### config.mk
export PLATFORM = sky130hd
export DESIGN_NAME = ram_readout
export DESIGN_NICKNAME = d
export VERILOG_FILES = /design/src/rtl/ram_readout.sv
export SDC_FILE = /design/constraint.sdc
export NUM_CORES = 1
export LEC_CHECK = 0
export ABC_AREA = 1
export CORE_MARGIN = 4
export CORE_UTILIZATION = 42
export CTS_CLUSTER_DIAMETER = 120
export CTS_CLUSTER_SIZE = 8
export DETAILED_ROUTE_END_ITERATION = 10
export PLACE_DENSITY_LB_ADDON = 0.3
export SYNTH_ARGS = -nofsm -noshare
export SYNTH_HDL_FRONTEND = slang
export SYNTH_SLANG_ARGS = --single-unit
export TNS_END_PERCENT = 30
### constraint.sdc
create_clock -name clk -period 1.5 [get_ports clk]
set_input_delay 0.3 -clock clk [delete_from_list [all_inputs] [get_ports clk]]
set_output_delay 0.3 -clock clk [all_outputs]
set_load 0.005 [all_outputs]
### src/rtl/ram_readout.sv
// ---------------------------------------------------------------------------
// ram_readout
//
// Reads a block of on-chip RAM back word by word and unpacks each word into
// burst_index samples of sample_w bits. The samples are streamed out over a
// valid/ready handshake, oldest (slice 0, lowest bits) first.
//
// Ports
//   clk         rising-edge clock
//   reset_n     asynchronous active-low reset
//   start       single-cycle request to begin a readout (ignored while busy)
//   ram_addr    registered read address to the RAM; doubles as the word counter
//   ram_q       read data from the RAM, burst_index samples packed per word
//   dout        current sample (slice 0 of the unpack buffer)
//   dout_valid  dout holds a valid sample
//   dout_ready  downstream accepts dout; a transfer is dout_valid & dout_ready
//   busy        a readout is in progress
//   done        level, high once the last sample has been accepted
// ---------------------------------------------------------------------------
module ram_readout #(
  parameter int no_of_digits    = 10,
  parameter int radix_bits      = 3,
  parameter int address_width   = 14,
  parameter int max_ram_address = 4096,
  parameter int burst_index     = 5,
  parameter int ram_latency     = 2,
  localparam int sample_w       = (no_of_digits + 1) * radix_bits
) (
  input  logic                            clk,
  input  logic                            reset_n,
  input  logic                            start,
  output logic [address_width-1:0]        ram_addr,
  input  logic [sample_w*burst_index-1:0] ram_q,
  output logic [sample_w-1:0]             dout,
  output logic                            dout_valid,
  input  logic                            dout_ready,
  output logic                            busy,
  output logic                            done
);

  localparam int slice_w = (burst_index > 1) ? $clog2(burst_index) : 1;
  localparam int wait_w  = (ram_latency > 1) ? $clog2(ram_latency) : 1;

  localparam logic [slice_w-1:0]       last_slice = slice_w'(burst_index - 1);
  localparam logic [address_width-1:0] last_addr  = address_width'(max_ram_address - 1);
  localparam logic [wait_w-1:0]        wait_load  = wait_w'(ram_latency - 1);

  typedef enum logic [2:0] {IDLE, ADDR, WAIT, EMIT, DONE} state_t;

  state_t                            state, state_next;
  logic [slice_w-1:0]                slice_cnt;
  logic [wait_w-1:0]                 wait_cnt;
  logic [sample_w*burst_index-1:0]   unpack_buf;
  logic                              xfer;
  logic                              last_xfer;

  // Status outputs are pure decodes of the state, so they change together
  // with it and reset with it.
  assign dout       = unpack_buf[sample_w-1:0];
  assign dout_valid = (state == EMIT);
  assign busy       = (state == ADDR) || (state == WAIT) || (state == EMIT);
  assign done       = (state == DONE);

  assign xfer      = dout_valid && dout_ready;
  assign last_xfer = xfer && (slice_cnt == last_slice);

  // NOTE: next-state gets a default before the case so no path leaves it
  // unassigned; otherwise synthesis infers a latch.
  always_comb begin
    state_next = state;
    case (state)
      IDLE, DONE: if (start) state_next = ADDR;
      ADDR:       state_next = WAIT;
      WAIT:       if (wait_cnt == '0) state_next = EMIT;
      EMIT: begin
        if (last_xfer) state_next = (ram_addr == last_addr) ? DONE : ADDR;
      end
      default:    state_next = IDLE;
    endcase
  end

  // NOTE: all sequential state uses non-blocking assignments so every flop
  // samples the pre-edge values, independent of statement order.
  always_ff @(posedge clk or negedge reset_n) begin
    if (!reset_n) state <= IDLE;
    else          state <= state_next;
  end

  // ram_addr is the address counter itself: it is loaded/incremented on the
  // edge that enters ADDR, so it is stable through ADDR and WAIT and can never
  // leave 0..max_ram_address-1 (it only increments below last_addr).
  // NOTE: the unpack buffer is an ordinary register bank (not a RAM macro),
  // so it is cleared by reset like the rest of the state and dout reads 0.
  always_ff @(posedge clk or negedge reset_n) begin
    if (!reset_n) begin
      ram_addr   <= '0;
      slice_cnt  <= '0;
      wait_cnt   <= '0;
      unpack_buf <= '0;
    end else begin
      case (state)
        IDLE, DONE: begin
          if (start) begin
            ram_addr  <= '0;
            slice_cnt <= '0;
          end
        end
        ADDR: wait_cnt <= wait_load;
        WAIT: begin
          // Capture on the final count of the latency window.
          if (wait_cnt == '0) begin
            unpack_buf <= ram_q;
            slice_cnt  <= '0;
          end else begin
            wait_cnt <= wait_cnt - wait_w'(1);
          end
        end
        EMIT: begin
          if (xfer) begin
            unpack_buf <= unpack_buf >> sample_w;
            slice_cnt  <= (slice_cnt == last_slice) ? '0 : slice_cnt + slice_w'(1);
            if (last_xfer && (ram_addr != last_addr))
              ram_addr <= ram_addr + address_width'(1);
          end
        end
        default: ;
      endcase
    end
  end

endmodule
Yosys cells after proc, flatten, opt, wreduce, memory -nomap -nowiden
Index checks and enable logic that the tools add are counted.
Widths: inputs -> output; s select.

storage, ports and cells
  output and inout port bits = 50
  word-level logic and storage cells = 54
  memory bits (writable) = 0
  bits of input ports = 169
  bits in registers = 186
  memories kept = 0
  bits in latches = 0
  ROM bits = 0

cells by class
  divide/modulo/power cells = 0
  add/subtract/negate cells = 3
  eq/ne operators = 12
  multiply operators = 0
  magnitude comparators = 0
  bitwise operators = 0
  mux-type cells = 19
  shifts and indexed selects = 0
  reduce and logical (&&, ||, !) cells = 15

operators by type and width
  kind                   number
  $mux 165               2
  $pmux 165 s2           1
  $mux 14                3
  $pmux 14 s2            1
  $mux 3                 8
  $add 14x1->14 const B  1
  $eq 14x12->1 const B   1
  $ne 14x12->1 const B   1
  $pmux 3 s4             1
  $pmux 3 s3             1
  $reduce_and 4->1       2
  $eq 3x2->1 const B     2
  $eq 3x3->1 const B     2
  $ne 2x1->1 const B     3
  $reduce_and 3->1       2
  $reduce_bool 2->1      3
  $ne 2x2->1 const B     2
  $add 3x1->3 const B    1
  $eq 3x1->1 const B     1
  $logic_and 1x1->1      3
  $logic_not 3->1        1
  $reduce_bool 3->1      1
  $logic_or 1x1->1       2
  $pmux 1 s2             1
  3 further kinds        3

Longest topological paths before layout
Gate-level depths: netlist of run 1.

  depth after elaboration = 7
  mapped depth = 12
  depth with buffers taken out = 11

Worst setup path after synthesis of run 1
OpenSTA, ideal clock, no wires.

  kind = flip-flop to flip-flop
  from = register ram_addr[0]
  to = register ram_addr[2]
  arrival time = 1453 ps
  data required time = 1435 ps
  library setup time = 65 ps
  cell stages (with the launch flop) = 11
  path slack = -18 ps
  clock period less this slack = 1518 ps
  buffers on the path = 1
  cell sequence = dfrtp_1 > ha_1 > nand2_1 > nor2_1 > nand2_1 > nor2_2 > nand2_1 > nand2_1 > buf_4 > nand2_1 > nand2_1

between the ends
  cells in the longest elaborated chain, start to end = 4
  elaborated cells between the ends (all ways) = 8
  those cells by class = add/sub (1); eq/ne (2); mux (3); reduce/logical (2)

RTL lines
  item                                                    line      text
  from (decl)                                             32        output logic [address_width-1:0] ram_addr,
  from (signal assigned)                                  123       ram_addr <= ram_addr + address_width'(1);
  $add 14x1->14 / $ne 14x12->1 (equally long branches)    123, 122
  $mux 14 / $logic_and 1x1->1 (equally long branches)     122       if (last_xfer && (ram_addr != last_addr))
  $mux 14 / $ne 2x1->1 (equally long branches)            --
  $pmux 14 s2 / $reduce_and 4->1 (equally long branches)  --

Several ways; a longest one is shown, not always the timed one. The select of a mux whose other input is x is not followed.
A chain may end at the register's enable or synchronous reset.

Final worst setup path of run 1
  from = register state[1]
  to = register unpack_buf[110]

between the ends
  cells in the longest elaborated chain, start to end = 4
  elaborated cells between the ends (all ways) = 8
  those cells by class = eq/ne (4); mux (1); reduce/logical (3)

RTL lines
  item                               line     text
  from (decl)                        50       state_t state, state_next;
  from (signal assigned)             86       else state <= state_next;
  $eq 3x2->1                         60, 101
  $logic_and 1x1->1                  64       assign xfer = dout_valid && dout_ready;
  $ne 2x1->1 (no source line)        --
  $reduce_and 3->1 (no source line)  --
  to (signal assigned)               112      unpack_buf <= ram_q;
  to (signal assigned)               120      unpack_buf <= unpack_buf >> sample_w;
  to (decl)                          53       logic [sample_w*burst_index-1:0] unpack_buf;

Several ways; a longest one is shown, not always the timed one.

==> results.cfg, run 1 <==
[clocking]
cts_buffers = 17
cts_root_buf = clkbuf_16
htreeDepth = 4
cts_sinks = 186
cts_tree = yes
clk_path_buf_depth = 2
clock_latency_ns = 0.44
path_clk_slew_ns = 0.08

[final_layout]
syn_to_final_growth_pct = 46.9
nets = 1660
regArea_mm2 = 0.00466
drive_gt1_frac = 0.182
fin_area_mm2 = 0.0139
fillers = 1869
multi_input_area_mm2 = 0.00380
layoutNonFillerInstCount = 1783

[timing]
finalCriticalPeriod_ns = 1.80
hold_ws_ns = 0.322
tightest_slew_ns = 0.346
rsz0062_at_grt = yes
hold_viol_final = 0
finalClockSkew_ns = 0.0112
period_share = 1.20
max_freq_ghz = 0.555
maxSlewViolCount = 0
worst_slack_ns = -0.302
setup_violations = 188
relSlewSlack = 0.767

[job]
cap_violations = 0

[floorplan]
die_w_um = 158
io_pins = 219
initial_core_util = 0.430
dieArea_mm2 = 0.0249
core_mm2 = 0.0220
die_h_um = 158
rows = 54

[grt]
antenna_found_initial = 2
use_met3 = 0.0336
top_usage_layer = met2
grt_util_met1 = 0.289
grt_start_max_net_pins = 52
grt-ovfl-total = 0
met2_usage = 0.328
grtUsageTotal = 0.209
first_global_vias = 8278
grt_first_pass_wirelength_um = 41400

[route]
finalWirelength_um = 27200
drc = 0
drtIter0Drc = 368
post_drt_wl_per_cell_um = 15.3
via_per_inst = 4.84
drtPass1Iterations = 7
postRouteAntennaNets = 0
vias = 8624

[worst_setup_path]
critical_path_class = reg2reg
crit_start = state[1]
critical_path_arrival_ns = 2.16
required_ns = 1.86
start_kind = register
crit_path_end_kind = register
crit_path_max_fanout = 12
r2r_slack_ns = -0.30
endpoint = unpack_buf[110]
reg2reg_depth = 13
r2r_end = unpack_buf[110]
reg2reg_from = state[1]

[synth]
synthCells = 1228
seq_area_frac_synth = 0.493
yosysUniqueCellTypes = 30
synth_area_per_cell_um2 = 7.69
ys_warn_count = 0
syn_area_mm2 = 0.00944
synth_seq_cells = 186
syn_nets = 1400

[pwr]
p_total_mw = 27.9
seqPwrFrac = 0.272
leakage_nw = 6.84
p_int_mw = 16.7
power_frac_comb = 0.561
power.density_mw_per_mm2 = 2010
swShare = 0.403
irDropWorstVdd_mv = 0.921
clkPwrFrac = 0.166
p_switching_mw = 11.3

[placement]
dp.cells = 1690
port_buffers = 218
hpwl_um = 17600
gp_congestion = 0.806
place_ws_ns = -0.329
place_area_mm2 = 0.0121

[min_path]
hold_path_class = in2async

[run_status]
outcome = complete, but fails checks
violations = negative setup slack
## logic make-up (layout without fill, tap and decap cells)
family,count (synthesis),count (layout),synth area share
AND/OR/NAND/NOR,437,440,0.184
other,0,2,0
buffers and inverters,294,564,0.139
AO/OA/AOI/OAI,304,304,0.177
flip-flops,186,186,0.493
adder cells (fa/ha/maj),3,3,0.00397
XOR/XNOR,4,4,0.00371
## flip-flops by register name, summed over array words and instances, names as in the netlist
register	cells
unpack_buf	165
ram_addr	14
slice_cnt	3
state	3
wait_cnt	1
## worst min-delay path by stage
stage / cells after the start / start / endpoint / slack (ns)
5_1_grt: 2 / reset_n / unpack_buf[162] / 0.34
4_1_cts: 2 / reset_n / unpack_buf[162] / 0.33
3_5_place_dp: 1 / reset_n / unpack_buf[162] / 0.23
2_1_floorplan: 0 / reset_n / ram_addr[0] / 0.004
3_3_place_gp: 1 / reset_n / unpack_buf[162] / 0.23
6_report: 2 / reset_n / unpack_buf[162] / 0.32
## synth_stat cells, drive strengths merged
library cell | instances | area (um^2)
a21o | 1 | 7.51
a21oi | 1 | 5.00
buf | 79 | 499
clkbuf | 23 | 90.1
dfrtp | 186 | 4650
ha | 3 | 37.5
inv | 192 | 721
nand2 | 386 | 1470
nand3 | 21 | 110
nand3b | 2 | 15.0
nand4 | 2 | 12.5
nor2 | 23 | 111
nor3 | 2 | 10.0
o21ai | 268 | 1450
o21bai | 1 | 7.51
o22ai | 33 | 206
or2 | 1 | 6.26
xnor2 | 1 | 8.76
xor2 | 3 | 26.3
## metrics by stage
stage          utilization  setup TNS [ns]
2_1_floorplan            -               0
3_3_place_gp         0.549          -40.49
3_5_place_dp         0.549          -40.06
4_1_cts              0.605          -32.34
5_1_grt              0.632          -52.75
6_report             0.632          -42.47
## routing by layer
metal	vias to the layer above	part of all wire
li1	4343	-
met1	4001	0.45
met2	225	0.47
met3	55	0.040
met4	0	0.033
met5	-	0
## power by group through the flow
stage          registers [mW]  clock network (mW)  logic, mW
2_1_floorplan            7.56                   0       8.08
3_3_place_gp             7.64                   0       11.5
6_report                 7.60                4.65       15.7
3_5_place_dp             7.71                   0       11.7
4_1_cts                  7.60                4.74       13.3
5_1_grt                  7.81                4.94       17.4
## layout by cell type (no fill, tap or decap), types with 21 or more instances in the layout
master	count
clkdlybuf4s50_1	167
dfrtp_1	183
o21ai_2	40
dlygate4sd2_1	39
o22ai_1	27
o21ai_0	169
buf_4	59
nand2_2	30
inv_1	186
clkbuf_16	29
buf_6	21
nand2_1	345
o21ai_1	59
## critical path: stages, from the launching register on
cell and delay [ns]:
dfrtp_1 0.40, buf_6 0.12, buf_6 0.11, nand2_4 0.06
nor2_4 0.04, buf_6 0.12, nand2_4 0.06, nand2_4 0.06
nor2_4 0.12, buf_12 0.14, clkbuf_16 0.18, clkbuf_16 0.17
nand2_1 0.07, o21ai_2 0.06
## cell type report
cell class,count,area share
tap,280,0.0253
clock buffer,17,0.0307
inverter,192,0.0525
multi-input combinational,751,0.274
antenna,2,0.000361
clock inverter,15,0.0130
sequential,186,0.336
timing repair buffer,340,0.268
## what timing repair did
action,CTS,global route
hold buffers,1,0
setup endpoints to repair,231,191
pin swaps,10,5
cloned,8,14
endpoints found under the hold margin,30,0
buffers inserted,33,6
gates resized for setup,131,121
(Power assumes the default switching activity.)
==> run 2, diff against run 1 <==
--- a/config.mk
+++ b/config.mk
@@ -6,7 +6,6 @@
 export NUM_CORES = 1
 export LEC_CHECK = 0
 export ABC_AREA = 1
-export CORE_MARGIN = 4
 export CORE_UTILIZATION = 42
 export CTS_CLUSTER_DIAMETER = 120
 export CTS_CLUSTER_SIZE = 8
==> results.cfg, run 2 (synthesized netlist as in run 1, its figures left out) <==
[timing]
period_share = 1.18
hold_viol_final = 0
finalClockSkew_ns = 0.0104
max_freq_ghz = 0.567
maxSlewViolCount = 0
worst_slack_ns = -0.263
rsz0062_at_grt = yes
relSlewSlack = 0.766
setup_violations = 189
tightest_slew_ns = 0.352
hold_ws_ns = 0.345
finalCriticalPeriod_ns = 1.76
fin_tns_setup_ns = -31.98

[clocking]
path_clk_slew_ns = 0.07
cts_sinks = 186
cts_tree = yes
clock_latency_ns = 0.43
htreeDepth = 4
cts_root_buf = clkbuf_16
cts_buffers = 17
clk_path_buf_depth = 2

[min_path]
hold_path_class = in2async

[final_layout]
fillers = 1898
final_cell_mix = nand2_1, inv_1, dfrtp_1
top_register = unpack_buf
drive_gt1_frac = 0.159
top_regs = unpack_buf: 165 flops, ram_addr: 14 flops
syn_to_final_growth_pct = 43.6
largest_reg_flops = 165
post-route-util = 0.617
fin_area_mm2 = 0.0136
nets = 1664
final_common_cell = nand2_1

[route]
finalWirelength_um = 25500
drtPass1Iterations = 8
via_per_inst = 4.81
postRouteAntennaNets = 0
drc = 20
drtIter0Drc = 475
vias = 8584
post_drt_wl_per_cell_um = 14.3

[floorplan]
die_h_um = 152
rows = 54
initial_core_util = 0.430
dieArea_mm2 = 0.0231
die_w_um = 152
core_mm2 = 0.0220
io_pins = 219

[placement]
hpwl_um = 17300
port_buffers = 218
place_area_mm2 = 0.0122
gp_congestion = 0.850

[grt]
grt_start_max_net_pins = 48
grt-ovfl-total = 0
grtUsageTotal = 0.228
grt_first_pass_wirelength_um = 42100
first_global_vias = 8393
antenna_found_initial = 2

[pwr]
p_switching_mw = 10.4
power.density_mw_per_mm2 = 1930
power_frac_comb = 0.537
leakage_nw = 6.71
swShare = 0.397
p_total_mw = 26.2
irDropWorstVdd_mv = 1.00
p_int_mw = 15.8
clkPwrFrac = 0.172
seqPwrFrac = 0.291

[run_status]
violations = design-rule violations, negative setup slack
outcome = complete, but fails checks

[worst_setup_path]
critical_path_arrival_ns = 2.11
start_kind = register
crit_path_end_kind = register
required_ns = 1.85
critical_path_class = reg2reg
crit_path_max_fanout = 14

[job]
cap_violations = 0
[run 2: cell types whose count changed in the layout (fill, tap and decap cells not counted), sizes merged]
cell and delta:
clkinvlp -2, bufbuf -1, clkinv +1, buf +15
dlygate4sd2 +1, inv -2, nand2 -1, clkbuf -8
[run 2: repair_timing]
item / in CTS / in global routing
hold buffers: 1 / 0
pin swaps: 9 / 9
buffers inserted: 46 / 3
endpoints found under the hold margin: 33 / 0
setup endpoints to repair: 222 / 195
gates resized for setup: 121 / 81
cloned: 8 / 3
[run 2: routing by layer]
metal | vias to the layer above | global-route usage | part of all wire
met1 | 3955 | 0.307 | 0.46
li1 | 4339 | - | -
met3 | 33 | 0.0376 | 0.044
met2 | 257 | 0.372 | 0.48
met4 | 0 | 0.0807 | 0.020
met5 | - | 0 | 0
[run 2: path summary, 6_finish.rpt]
kind | slack, ns | cells after the start | to | from
worst max-delay path | -0.26 | 10 | unpack_buf[58] | state[2]
worst min-delay path | 0.35 | 2 | unpack_buf[162] | reset_n
worst max register to register | -0.26 | 10 | unpack_buf[58] | state[2]
worst min register to register | 0.49 | 2 | unpack_buf[20] | unpack_buf[20]
max in group asynchronous | 0.54 | 3 | state[0] | reset_n
min in group clk | 0.43 | 3 | unpack_buf[148] | ram_q[148]
[run 2: power by group through the flow]
stage	sequential (mW)	clock, mW	combinational, mW
floorplan	7.56	0	8.08
finish	7.62	4.51	14.0
detailed placement	7.72	0	12.1
global route	7.82	4.78	15.7
global placement	7.63	0	11.9
CTS	7.62	4.60	13.5
[run 2: area by class of cell]
type	count	area, um^2	share of cell area
Sequential cell	186	4660	0.344
Inverter	192	728	0.0537
Timing Repair Buffer	345	3600	0.265
Tap cell	280	350	0.0258
Clock inverter	12	136	0.0101
Clock buffer	19	443	0.0327
Multi-Input combinational cell	750	3640	0.268
Antenna cell	2	5.00	0.000369
[run 2: critical path: stages, from the launching register on]
cell and delay (ns):
dfrtp_2 0.45, buf_6 0.14, nor2_4 0.15, buf_12 0.14, nand2_4 0.06, nor2_4 0.18
buf_12 0.19, buf_12 0.13, buf_12 0.12, nand2_1 0.06, o21ai_0 0.08
[run 2: stage by stage]
step / cells / setup slack (ns)
floorplan: 1228 / 0.0126
global placement: 1695 / -0.266
detailed placement: 1695 / -0.296
CTS: 1780 / -0.225
global route: 1786 / -0.315
finish: 1786 / -0.263
